**src/rtl/neopixel_pkg.sv**
```systemverilog
// Shared types and helpers for the neopixel pattern sources.
package neopixel_pkg;

  // Colour-wheel segment: which two channels are cross-fading.
  typedef enum logic [1:0] {
    PH_RG = 2'd0,
    PH_GB = 2'd1,
    PH_BR = 2'd2
  } phase_e;

  localparam int unsigned CHAN_MAX = 255;

  // Position on the 765-level wheel; level stays within 0..254.
  typedef struct packed {
    phase_e     phase;
    logic [7:0] level;
  } hue_t;

  // WS2812 wire order is green, red, blue.
  function automatic logic [23:0] pack_grb(input logic [7:0] red, input logic [7:0] green,
                                           input logic [7:0] blue);
    return {green, red, blue};
  endfunction

endpackage

```
**src/rtl/hue_wheel.sv**
```systemverilog
// Combinational hue stepper and hue-to-GRB converter.
module hue_wheel
  import neopixel_pkg::*;
#(
  parameter int unsigned Step = 5
) (
  input  hue_t        hue,
  output hue_t        hue_next,
  output logic [23:0] color,
  output logic [23:0] color_next
);

  function automatic logic [23:0] hue_to_grb(input hue_t h);
    logic [7:0] inv;
    inv = 8'(CHAN_MAX) - h.level;
    case (h.phase)
      PH_RG:   return pack_grb(inv, h.level, 8'd0);
      PH_GB:   return pack_grb(8'd0, inv, h.level);
      PH_BR:   return pack_grb(h.level, 8'd0, inv);
      default: return 24'd0;
    endcase
  endfunction

  function automatic phase_e phase_inc(input phase_e p);
    case (p)
      PH_RG:   return PH_GB;
      PH_GB:   return PH_BR;
      default: return PH_RG;
    endcase
  endfunction

  logic [8:0] sum;

  // Step never exceeds 254, so at most one segment boundary is crossed.
  always_comb begin
    sum = {1'b0, hue.level} + 9'(Step);
    hue_next = hue;
    if (sum >= 9'(CHAN_MAX)) begin
      hue_next.level = 8'(sum - 9'(CHAN_MAX));
      hue_next.phase = phase_inc(hue.phase);
    end else begin
      hue_next.level = sum[7:0];
    end
  end

  assign color      = hue_to_grb(hue);
  assign color_next = hue_to_grb(hue_next);

endmodule

```
**src/rtl/rainbow_frame_gen.sv**
```systemverilog
// Scrolling-rainbow frame producer with a valid/ready pixel stream.
module rainbow_frame_gen
  import neopixel_pkg::*;
#(
  parameter int unsigned NUM_LEDS   = 150,
  parameter int unsigned PIXEL_STEP = 5,
  parameter int unsigned FRAME_STEP = 15,
  parameter int unsigned FRAME_DIV  = 250000
) (
  input  logic        clk,
  input  logic        rst,
  input  logic        enable,
  input  logic        pix_ready,
  output logic        pix_valid,
  output logic [15:0] pix_addr,
  output logic [23:0] pix_color,
  output logic        frame_done,
  output logic        frame_overrun
);

  localparam int unsigned      DivW     = $clog2(FRAME_DIV);
  localparam logic [DivW-1:0]  DivLast  = DivW'(FRAME_DIV - 1);
  localparam logic [15:0]      AddrLast = 16'(NUM_LEDS - 1);

  typedef enum logic [1:0] {StIdle, StEmit, StDone} state_e;

  state_e           state_q, state_d;
  logic [DivW-1:0]  div_q, div_d;
  logic             pending_q, pending_d;
  logic             overrun_q, overrun_d;
  hue_t             start_hue_q, start_hue_d;
  hue_t             pix_hue_q, pix_hue_d;
  logic             pix_valid_q, pix_valid_d;
  logic [15:0]      pix_addr_q, pix_addr_d;
  logic [23:0]      pix_color_q, pix_color_d;
  logic             tick, consume;

  hue_t             pix_hue_next, start_hue_next;
  logic [23:0]      pix_color_next, start_color;
  logic [23:0]      unused_pix_color, unused_start_color_next;

  hue_wheel #(.Step(PIXEL_STEP)) u_pix_wheel (
    .hue        (pix_hue_q),
    .hue_next   (pix_hue_next),
    .color      (unused_pix_color),
    .color_next (pix_color_next)
  );

  hue_wheel #(.Step(FRAME_STEP)) u_start_wheel (
    .hue        (start_hue_q),
    .hue_next   (start_hue_next),
    .color      (start_color),
    .color_next (unused_start_color_next)
  );

  // Frame-tick divider; held at zero while disabled.
  always_comb begin
    tick  = enable && (div_q == DivLast);
    div_d = div_q + 1'b1;
    if (!enable || tick) div_d = '0;
  end

  // Pixel FSM: load a frame, stream NUM_LEDS pixels, then advance the start hue.
  always_comb begin
    state_d     = state_q;
    pix_valid_d = pix_valid_q;
    pix_addr_d  = pix_addr_q;
    pix_color_d = pix_color_q;
    pix_hue_d   = pix_hue_q;
    start_hue_d = start_hue_q;
    consume     = 1'b0;
    unique case (state_q)
      StIdle: begin
        if (pending_q) begin
          consume     = 1'b1;
          pix_hue_d   = start_hue_q;
          pix_addr_d  = '0;
          pix_color_d = start_color;
          pix_valid_d = 1'b1;
          state_d     = StEmit;
        end
      end
      StEmit: begin
        if (pix_valid_q && pix_ready) begin
          if (pix_addr_q == AddrLast) begin
            pix_valid_d = 1'b0;
            state_d     = StDone;
          end else begin
            pix_addr_d  = pix_addr_q + 16'd1;
            pix_hue_d   = pix_hue_next;
            pix_color_d = pix_color_next;
          end
        end
      end
      StDone: begin
        start_hue_d = start_hue_next;
        state_d     = StIdle;
      end
      default: state_d = StIdle;
    endcase
  end

  // A tick landing on an already-pending request is dropped and flagged.
  always_comb begin
    pending_d = pending_q;
    overrun_d = overrun_q;
    if (consume) pending_d = 1'b0;
    if (tick) begin
      if (pending_q) overrun_d = 1'b1;
      else           pending_d = 1'b1;
    end
  end

  // State registers with synchronous reset.
  always_ff @(posedge clk) begin
    if (rst) begin
      state_q     <= StIdle;
      div_q       <= '0;
      pending_q   <= 1'b0;
      overrun_q   <= 1'b0;
      start_hue_q <= '{phase: PH_RG, level: 8'd0};
      pix_hue_q   <= '{phase: PH_RG, level: 8'd0};
      pix_valid_q <= 1'b0;
      pix_addr_q  <= '0;
      pix_color_q <= '0;
    end else begin
      state_q     <= state_d;
      div_q       <= div_d;
      pending_q   <= pending_d;
      overrun_q   <= overrun_d;
      start_hue_q <= start_hue_d;
      pix_hue_q   <= pix_hue_d;
      pix_valid_q <= pix_valid_d;
      pix_addr_q  <= pix_addr_d;
      pix_color_q <= pix_color_d;
    end
  end

  assign pix_valid     = pix_valid_q;
  assign pix_addr      = pix_addr_q;
  assign pix_color     = pix_color_q;
  assign frame_done    = (state_q == StDone);
  assign frame_overrun = overrun_q;

endmodule

```
**config.mk**
```make
export PLATFORM = sky130hd
export DESIGN_NAME = rainbow_frame_gen
export DESIGN_NICKNAME = d
export VERILOG_FILES = /design/src/rtl/neopixel_pkg.sv /design/src/rtl/hue_wheel.sv /design/src/rtl/rainbow_frame_gen.sv
export SDC_FILE = /design/constraint.sdc
export NUM_CORES = 1
export LEC_CHECK = 0
export ABC_AREA = 1
export ABC_CLOCK_PERIOD_IN_PS = 2400
export BUFFER_PORTS_ARGS = -buffer_cell sky130_fd_sc_hd__buf_2
export CORE_ASPECT_RATIO = 0.9
export CORE_MARGIN = 1.5
export CORE_UTILIZATION = 56
export CTS_CLUSTER_DIAMETER = 40
export CTS_CLUSTER_SIZE = 12
export DETAILED_ROUTE_END_ITERATION = 7
export HOLD_SLACK_MARGIN = 0.05
export MAX_ROUTING_LAYER = met4
export PLACE_DENSITY = 0.89
export SYNTH_ARGS = -nofsm -noshare
export SYNTH_HDL_FRONTEND = slang
export SYNTH_HIERARCHICAL = 1
export SYNTH_SLANG_ARGS = --single-unit
```
**constraint.sdc**
```tcl
create_clock -name clk -period 2.4 [get_ports clk]
set_input_delay 0.24 -clock clk [delete_from_list [all_inputs] [get_ports clk]]
set_output_delay 0.24 -clock clk [all_outputs]
set_load 0.005 [all_outputs]
```
# Word-level counts from Yosys, hierarchy flattened
# Cells that the tools add are included.
# totals
word_cells	81
ff_bits	83
output_inout_bits	43
input_bits	4
# classes
n_addsub	8
n_eq_ne	13
n_reduce_logical	15
order_cmp	2
muxes	32
# op_table
operator	count
$pmux 24 s3	2
$mux 24	3
$mux 16	3
$pmux 24 s2	1
$pmux 16 s2	1
$mux 10	3
$pmux 10 s2	1
$add 18x1->18 const B	1
$eq 18x18->1 const B	1
$ge 9x8->1 const B	2
$add 16x1->16 const B	1
$eq 16x8->1 const B	1
$mux 8	2
$sub 8x8->8 const A	2
$sub 8x8->8 const B	2
$pmux 2 s2	3
$add 8x3->9 const B	1
$add 8x4->9 const B	1
$eq 2x1->1 const B	4
$logic_not 2->1	4
$mux 1	8
$mux 2	4
$ne 2x2->1 const B	4
$reduce_and 4->1	2
9 further kinds	13

# Longest topological paths before layout
# Gate-level depths: netlist of run 1.
# depth
depth_word	8
ltp_mapped	20
mapped_depth_nobuf	19

# Hierarchy
# Netlist of run 1, hierarchy kept.
# by_module_without_submodules
mod	instances	cells_each	area_each_um2	seq_area_each_um2
rainbow_frame_gen	1	668	4156.5	1661.6
hue_wheel (u_start_wheel)	1	268	1261.2	0.0
hue_wheel (u_pix_wheel)	1	250	1199.9	0.0

# Least setup slack after synthesis of run 1
# Ideal clock, no wire load.
# synth_path
path_type	register to register
startpoint	register pix_hue_q[0] (netlist bit)
endpoint	register pix_color_q[0] (netlist: pix_color[0])
arrival_time_ns	2.307
period_less_slack_ns	2.423
setup_slack_ns	-0.023
setup_ns	0.116
path_stages_with_launch	18
t_required_ns	2.284
n_path_buf	2
cell_sequence	dfxtp_1 buf_2 inv_1 ha_1 nor2_1 nand3_1 nor2_2 nand3_4 nand3_4 buf_6 xor2_1 nand2_1 nand2_1 inv_1 nand2_1 nand2_1 o21ai_0 nor2_1
# synth_via
elab_chain_len	8
word_cells_on_any_way	13
cone_classes	add/sub: 3; order compare: 1; eq/ne: 2; mux: 6; reduce/logical: 1
# synth_lines
element	line	source
from (decl)	rainbow_frame_gen.sv:32	hue_t pix_hue_q, pix_hue_d;
from (signal assigned)	rainbow_frame_gen.sv:122	pix_hue_q <= '{phase: PH_RG, level: 8'd0};
from (signal assigned)	rainbow_frame_gen.sv:132	pix_hue_q <= pix_hue_d;
$add 8x3->9 (*)	hue_wheel.sv:36	sum = {1'b0, hue.level} + 9'(Step);
$sub 8x8->8 or $ge 9x8->1 (tied branches)	hue_wheel.sv:39, hue_wheel.sv:38	
$mux 8 or $mux 2 (tied branches)	hue_wheel.sv:38	if (sum >= 9'(CHAN_MAX)) begin
$sub 8x8->8, or another cell as far along	hue_wheel.sv:15	inv = 8'(CHAN_MAX) - h.level;
$pmux 24 s3 (*)	hue_wheel.sv:16	case (h.phase)
via pix_color_next[0]	rainbow_frame_gen.sv:39	logic [23:0] pix_color_next, start_color;
$mux 24 (*)	rainbow_frame_gen.sv:85	if (pix_addr_q == AddrLast) begin
$mux 24 (*)	rainbow_frame_gen.sv:84	if (pix_valid_q && pix_ready) begin
$pmux 24 s2 (*)	rainbow_frame_gen.sv:72	unique case (state_q)
to (signal assigned)	rainbow_frame_gen.sv:135	pix_color_q <= pix_color_d;
to (decl)	rainbow_frame_gen.sv:35	logic [23:0] pix_color_q, pix_color_d;
# The timed path passes the listed nets; every way through them passes the cells marked *. The select of a mux whose other input is x is not followed.
# A chain may end at the register's enable or synchronous reset.

==> run metrics, run 1 <==
RSZ-0062 raised after global routing=true; via count=6,527; hold_sp=enable; Final HPWL DP=10.76 mm; Setup-failing EPs final=0; Routed WL=16.06 mm; pin slew with the least headroom to its limit=0.6564 ns; root buf cell=clkbuf_16; CP Class=register to register; clock sink total=83; internal power=3.118 mW; worst path required time=2.68 ns; Total Nets Final=1,077; final setup margin=0.01764 ns; final clock skew=0.01377 ns; reg-to-reg setup timing slack=0.02 ns; synth warn=6; DR vias/cell=5.435; Worst R2R End=pix_color[1]; initial antenna violation count=0; Comb power frac=39.3%; Die Span Y=100.3 um; max frequency=419.8 MHz; fin area=6820 um^2; Pre-Repair DR Iteration Count=8; final cell count without fillers=1,201; setup_tns=0 ns; crit share post-route=99.27%; Worst-path clk slew=0.07 ns; All-Layer GR Usage=28.47%; syn nets=1,028; Post-Syn Instances=1,018; most common cell after layout, fill and taps aside=nand2_1; NetSw=2.088 mW; number of global-route vias before repair=5,429; Post-CTS Hold Buffers=0; status=completed; minimum clock period=2.382 ns; r2r worst-path depth=17; Remaining Overflow, GRT=0; Max Cap Viol=0; Clk pwr share=28.0%; CP arrival=2.66 ns; Worst VDD drop=613.7 uV; Port-buffer cells=46; Final ANT Viol Nets=0; Power Dens Cells=763.3 nW/um^2; gp weighted congestion=1.026; Final Hold Vio Count=0; core area=10,250 um^2; area of placed instances=6225 um^2; Static Leak=3.376 nW; # diodes=0; WHS=0.2016 ns; Reg area=1670 um^2; drt wl/cell=13.37 um; Post-Syn Area=5894 um^2; commonest cells after routing, fill and taps aside=nand2_1, nor2_1, inv_1; H-tree depth=3; CP Launch Type=register; crit end category=register; largest net degree at the start of global routing=43; DP Worst Slack=-0.08476 ns; crit path max fanout=8; Syn Area/Cell=5.790 um^2; worst-skew pair later-pin latency=0.35 ns; die area=11,150 um^2; top-level I/O count=47; drt drc=0; Area Overhead vs Synth=15.71%; layout cells sized above 1=17.07%; Rows=35; Die Wd=111.1 um; Num CTS Buffers=9; Placed Cells=1,175; Sequential Power Share=32.7%; first-pass GRT wire length=25.32 mm; Initial Util=57.52%; CTS tree=yes; Hold Crit Endpoint=pending_q; Sw Ratio=40.10%; Slew Limit Fails=0; CTS max path bufs=2; DR iter-0 viols=842; Reg2Reg Launch Point=pix_hue_q[1]; worst min path class=primary input to register; Fill cells=901; relative slew slack=56.08%; area of the multi-input gates=3781 um^2; hold path cells=3
worst max-delay path by stage:
stage | start | end | slack [ns]
2_1_floorplan | pix_hue_q[0] | pix_color[0] | 0.04
3_3_place_gp | pix_hue_q[1] | pix_color[10] | 0.02
3_5_place_dp | pix_hue_q[0] | pix_color[10] | -0.08
4_1_cts | pix_hue_q[0] | pix_color[10] | 0.002
5_1_grt | pix_hue_q[1] | pix_color[7] | -0.14
6_report | pix_hue_q[1] | pix_color[1] | 0.02
critical path, stage by stage (launching register included):
cell	delay (ns)
dfxtp_4	0.37
ha_4	0.14
inv_2	0.04
nand2_4	0.07
nand4_1	0.08
nand2_1	0.15
nand2_2	0.11
nor2_8	0.15
nand3_4	0.15
nand4_1	0.20
nand2_4	0.14
nor2_4	0.23
nand2_1	0.07
nand2_1	0.06
nand2_1	0.05
nand2_1	0.11
o21ai_0	0.09
nor2_1	0.09
timing repair:
item                                   in CTS  in global routing
cloned                                      1                  2
pin swaps                                   0                 30
resized for setup                           4                 58
setup endpoints to repair                  13                 26
endpoints found under the hold margin       0                  0
buffers inserted                            1                  6
power by group through the flow:
stage	clock, mW	sequential (mW)	combinational [mW]
3_5_place_dp	0	1.71	1.78
3_3_place_gp	0	1.70	1.75
6_report	1.46	1.70	2.05
4_1_cts	1.49	1.68	1.80
2_1_floorplan	0	1.68	1.35
5_1_grt	1.54	1.72	2.27
per-layer routing:
layer | vias to the layer above | GRT usage, % | wire length, um
met3 | 55 | 5.193 | 1559
li1 | 3263 | - | -
met2 | 358 | 44.16 | 7166
met4 | 0 | 9.348 | 458
met5 | - | - | 0
met1 | 2851 | 37.87 | 6872
registers in the layout, indices dropped and copies added (netlist names):
register and flops:
pix_color 24, div_q 18, pix_addr 16, state_q 2, pix_hue_q 10, pix_valid 1
start_hue_q 10, pending_q 1, frame_overrun 1
metrics by stage:
step	power, mW	utilization, %
after floorplan	3.029	-
after global placement	3.457	60.74
after detailed placement	3.489	60.74
after CTS	4.971	64.09
after global routing	5.536	66.56
final	5.206	66.56
area by class of cell:
cell class	instances	area share, %
Clock buffer	10	3.504
Sequential cell	83	24.49
Inverter	117	6.476
Multi-Input combinational cell	781	55.44
Clock inverter	6	1.046
Timing Repair Buffer	75	6.678
Tap cell	129	2.367
(Power assumes the default switching activity.)
==> run 2, diff against run 1 <==
- ABC_AREA: 1 -> 0
- MAX_ROUTING_LAYER: met4 -> not set
==> run metrics, run 2 <==
Syn Area/Cell=7.596 um^2; die area=11,560 um^2; via count=6,418; Pre-Repair DR Iteration Count=5; Rows=35; area of the multi-input gates=4059 um^2; DR iter-0 viols=786; Final Hold Vio Count=0; minimum clock period=2.409 ns; gp weighted congestion=0.9215; Max Cap Viol=0; max frequency=415.1 MHz; Placed Cells=945; # diodes=0; failing checks=setup timing; Port-buffer cells=46; syn nets=815; Worst-path clk slew=0.06 ns; Initial Util=58.67%; Num CTS Buffers=9; crit end category=register; max reg flops=24; CTS tree=yes; Post-CTS Hold Buffers=0; Final HPWL DP=11.56 mm; initial antenna violation count=0; pin slew with the least headroom to its limit=0.7445 ns; number of global-route vias before repair=5,786; Post-Syn Area=6115 um^2; commonest cells after routing, fill and taps aside=nand2_1, dfxtp_1, a21oi_1, nor2_1, buf_4; Total Nets Final=838; clock sink total=83; root buf cell=clkbuf_16; drt drc=0; CP Class=register to register; CP Launch Type=register; Reg area=1667 um^2; Slew Limit Fails=0; Worst VDD drop=435.2 uV; crit path max fanout=4; All-Layer GR Usage=30.03%; CP arrival=2.65 ns; CTS max path bufs=2; Routed WL=18.31 mm; relative slew slack=50.18%; synth warn=6; Setup-failing EPs final=1; final clock skew=0.006269 ns; Fill cells=778; final cell count without fillers=961; final setup margin=-0.008836 ns; layout cells sized above 1=22.00%; largest net degree at the start of global routing=51; top-level I/O count=47; Die Span Y=102.1 um; H-tree depth=3; core area=10,420 um^2; crit share post-route=100.4%; Post-Syn Instances=805; Power Dens Cells=416.8 nW/um^2; status=complete, but fails checks; final core occ=67.30%; worst-skew pair later-pin latency=0.34 ns; Area Overhead vs Synth=14.71%; Die Wd=113.1 um; drt wl/cell=19.06 um; Remaining Overflow, GRT=0; most common cell after layout, fill and taps aside=nand2_1; Final ANT Viol Nets=0; DR vias/cell=6.678; first-pass GRT wire length=28.34 mm; Static Leak=2.599 nW; worst min path class=primary input to register; worst path required time=2.64 ns
==> run 2: cell count changes in the layout (fill, tap and decap cells not counted), sizes merged, moves of 12 or more <==
| cell | delta |
|---|---|
| nor2 | -125 |
| xor2 | +12 |
| nand2 | -241 |
| o21ai | -66 |
| nand3 | -41 |
| buf | +31 |
| xnor2 | +34 |
| a311oi | +36 |
| mux2i | +13 |
| a21oi | +37 |
| o211ai | +16 |
| inv | -97 |
| or3 | +15 |
==> run 2: stage by stage <==
stage | hold WS [ns] | cell area (um^2) | total power, mW | TNS (ns) | setup slack [ns]
global placement | 0.4460 | 6583 | 1.450 | 0 | 0.09279
global route | 0.2650 | 7014 | 2.992 | -0.1012 | -0.03904
finish | 0.2576 | 7014 | 2.924 | -0.008836 | -0.008836
floorplan | 0.4195 | 6125 | 1.439 | 0 | 0.005325
detailed placement | 0.4526 | 6583 | 1.451 | -0.0006817 | -0.0006817
CTS | 0.2393 | 6900 | 2.928 | 0 | 0.01671
==> run 2: final cells by class <==
cell class,count,area share (%)
multi-input cells,609,57.87
well taps,129,2.301
repair buffers,106,10.52
inverters,19,1.052
flip-flops and latches,83,23.76
clock inverters,6,1.284
clock buffers,9,3.211
==> run 2: worst max-delay path, cell delays in order (launching register included) <==
cell	delay [ns]
dfxtp_4	0.36
ha_4	0.16
and2_1	0.16
nor2b_2	0.17
or2_4	0.26
buf_6	0.13
a31o_4	0.25
inv_4	0.07
buf_4	0.10
nand3_1	0.10
o211ai_1	0.14
nand2_1	0.11
a311oi_2	0.28
==> run 2: where the power goes <==
| part | internal (mW) | switching (mW) | total, mW |
|---|---|---|---|
| clock | 0.910 | 0.592 | 1.50 |
| sequential | 1.38 | 0.00177 | 1.38 |
| combinational | 0.00939 | 0.0330 | 0.0424 |
==> run 2: layer usage <==
metal | global-route usage, % | up-vias | share of wire, %
met5 | 0 | - | 0
met4 | 12.02 | 0 | 3.5
li1 | - | 2899 | -
met1 | 40.05 | 3022 | 40
met2 | 47.93 | 417 | 47
met3 | 6.406 | 80 | 10
==> run 2: repair_timing <==
| action | 4_1_cts | 5_1_grt |
|---|---|---|
| endpoints found under the setup margin | 5 | 27 |
| pin swaps | 3 | 7 |
| setup buffers | 0 | 1 |
| gates resized for setup | 1 | 23 |
| gates cloned | 0 | 0 |
==> run 2: final timing paths <==
path              slack [ns]       endpoint           from  cells past startpoint
setup / recovery      -0.009  pix_color[21]   pix_hue_q[0]                     12
hold / removal          0.26    pix_addr[1]            rst                      2
hold reg to reg         0.48  frame_overrun  frame_overrun                      1
setup reg to reg      -0.009  pix_color[21]   pix_hue_q[0]                     12
==> run 3, diff against run 2 <==
--- a/config.mk
+++ b/config.mk
@@ -18,2 +18,3 @@
 export PLACE_DENSITY = 0.89
+export RECOVER_POWER = 50
 export SYNTH_ARGS = -nofsm -noshare
==> constraint.sdc (replaced) <==
create_clock -name clk -period 2.4 [get_ports clk]
set_input_delay 0.48 -clock clk [delete_from_list [all_inputs] [get_ports clk]]
set_output_delay 0.48 -clock clk [all_outputs]
set_load 0.005 [all_outputs]
==> run metrics, run 3 (synthesized netlist as in run 2, its figures left out) <==
core area=10,420 um^2; Clk pwr share=47.9%; clock sink total=83; largest net degree at the start of global routing=47; most common cell after layout, fill and taps aside=nand2_1; drt wl/cell=18.06 um; Die Span Y=102.1 um; Routed WL=17.43 mm; Worst R2R End=pix_color[15]; top-level I/O count=47; Rows=35; number of global-route vias before repair=5,527; Initial Util=58.67%; Worst-path clk slew=0.07 ns; crit end category=register; Comb power frac=1.5%; relative slew slack=52.30%; gp weighted congestion=0.9285; NetSw=0.6305 mW; # diodes=0; Worst VDD drop=276.2 uV; top sig layer=met4; Port-buffer cells=46; Area Overhead vs Synth=13.73%; Static Leak=2.507 nW; Final ANT Viol Nets=0; Power Dens Cells=391.5 nW/um^2; Total Nets Final=841; crit path max fanout=4; layout cells sized above 1=19.38%; Final Hold Vio Count=0; minimum clock period=2.412 ns; Setup-failing EPs final=1; max frequency=414.6 MHz; commonest cells after routing, fill and taps aside=nand2_1, dfxtp_1, a21oi_1, nor2_1, buf_4; crit share post-route=100.5%; worst path required time=2.65 ns; CP arrival=2.66 ns; routed wl met3=1.636 mm; failing checks=setup timing; hold_sp=frame_overrun; Remaining Overflow, GRT=0; Sw Ratio=23.16%; H-tree depth=3; worst-skew pair later-pin latency=0.34 ns; All-Layer GR Usage=29.09%; Routed met1 length=7.229 mm; pin slew with the least headroom to its limit=0.7129 ns; Final HPWL DP=11.58 mm; reg-to-reg setup timing slack=-0.01 ns; DR vias/cell=6.540; via count=6,311; Reg2Reg Launch Point=pix_hue_q[0]; status=complete, but fails checks; metal2 WL=8.113 mm; root buf cell=clkbuf_16; Hold Crit Endpoint=frame_overrun; Sequential Power Share=50.6%; DR iter-0 viols=745; worst min path class=register to register; r2r worst-path depth=11; first-pass GRT wire length=27.27 mm; drt drc=0; DP Worst Slack=-0.009213 ns; CP Class=register to register; Pre-Repair DR Iteration Count=6; Max Cap Viol=0; max reg flops=24; Die Wd=113.1 um; CTS tree=yes; Slew Limit Fails=0; CTS max path bufs=2; initial antenna violation count=0; die area=11,560 um^2; final setup margin=-0.01172 ns; CP Launch Type=register; Num CTS Buffers=9; internal power=2.092 mW; hold path cells=1; setup_tns=-0.01172 ns; final clock skew=0.007256 ns
-- run 3: cell count changes in the layout (fill, tap and decap cells not counted), moves of 2 or more --
cell,change
mux2i_2,-2
bufinv_16,-2
and2_1,-2
clkbuf_1,+22
mux2i_1,+2
buf_2,-18
-- run 3: cell type report --
| type | count | area, um^2 |
|---|---|---|
| Multi-Input combinational cell | 609 | 4053 |
| Fill cell | 763 | 3468 |
| Sequential cell | 83 | 1669 |
| Timing Repair Buffer | 109 | 724.4 |
| Clock buffer | 11 | 232.7 |
| Tap cell | 129 | 161.4 |
| Inverter | 19 | 76.32 |
| Clock inverter | 5 | 37.54 |
-- run 3: worst max-delay path by stage --
stage | startpoint | to | cells after the start
6_report | pix_hue_q[0] | pix_color[15] | 11
5_1_grt | pix_hue_q[5] | pix_color[15] | 10
4_1_cts | pix_hue_q[0] | pix_color[15] | 11
3_5_place_dp | pix_hue_q[0] | pix_color[5] | 12
3_3_place_gp | pix_hue_q[0] | pix_color[21] | 12
2_1_floorplan | pix_hue_q[0] | pix_color[15] | 12
-- run 3: what timing repair did --
item | 4_1_cts | 5_1_grt
hold buffers | 0 | 0
cloned | 0 | 0
setup buffers | 1 | 1
endpoints found under the setup margin | 7 | 20
pin swaps | 2 | 10
gates resized for setup | 3 | 22
endpoints found under the hold margin | 0 | 0
-- run 3: power by group through the flow --
stage	Sequential, mW	Clock [mW]	Combinational [mW]
floorplan	1.41	0	0.0277
global placement	1.41	0	0.0382
detailed placement	1.41	0	0.0396
CTS	1.38	1.30	0.0399
global route	1.38	1.37	0.0435
finish	1.38	1.30	0.0408
-- run 3: routing by layer --
layer  vias to the layer above  track usage [%]
met2                       401            47.23
met1                      2928            39.33
met3                        56            5.575
met5                         -                0
li1                       2926                -
met4                         0            9.615
-- run 3: critical path, stage by stage (launching register included) --
cell and delay, ns:
dfxtp_4 0.36, ha_4 0.16, and2_4 0.16, nor2b_4 0.13
or2_4 0.25, buf_4 0.16, a31o_4 0.24, buf_4 0.14
xnor2_1 0.15, o22ai_1 0.21, nand2_1 0.10, a311oi_2 0.27
-- run 3: stage by stage --
stage	instance area (um^2)	utilization (%)	total power, mW	hold slack [ns]	cells
after floorplan	6125	-	1.439	0.4370	805
after global placement	6598	63.30	1.450	0.4458	947
after detailed placement	6598	63.30	1.451	0.4552	947
after CTS	6885	66.06	2.725	0.4734	964
after global routing	6954	66.72	2.788	0.4895	965
final	6954	66.72	2.722	0.4728	965
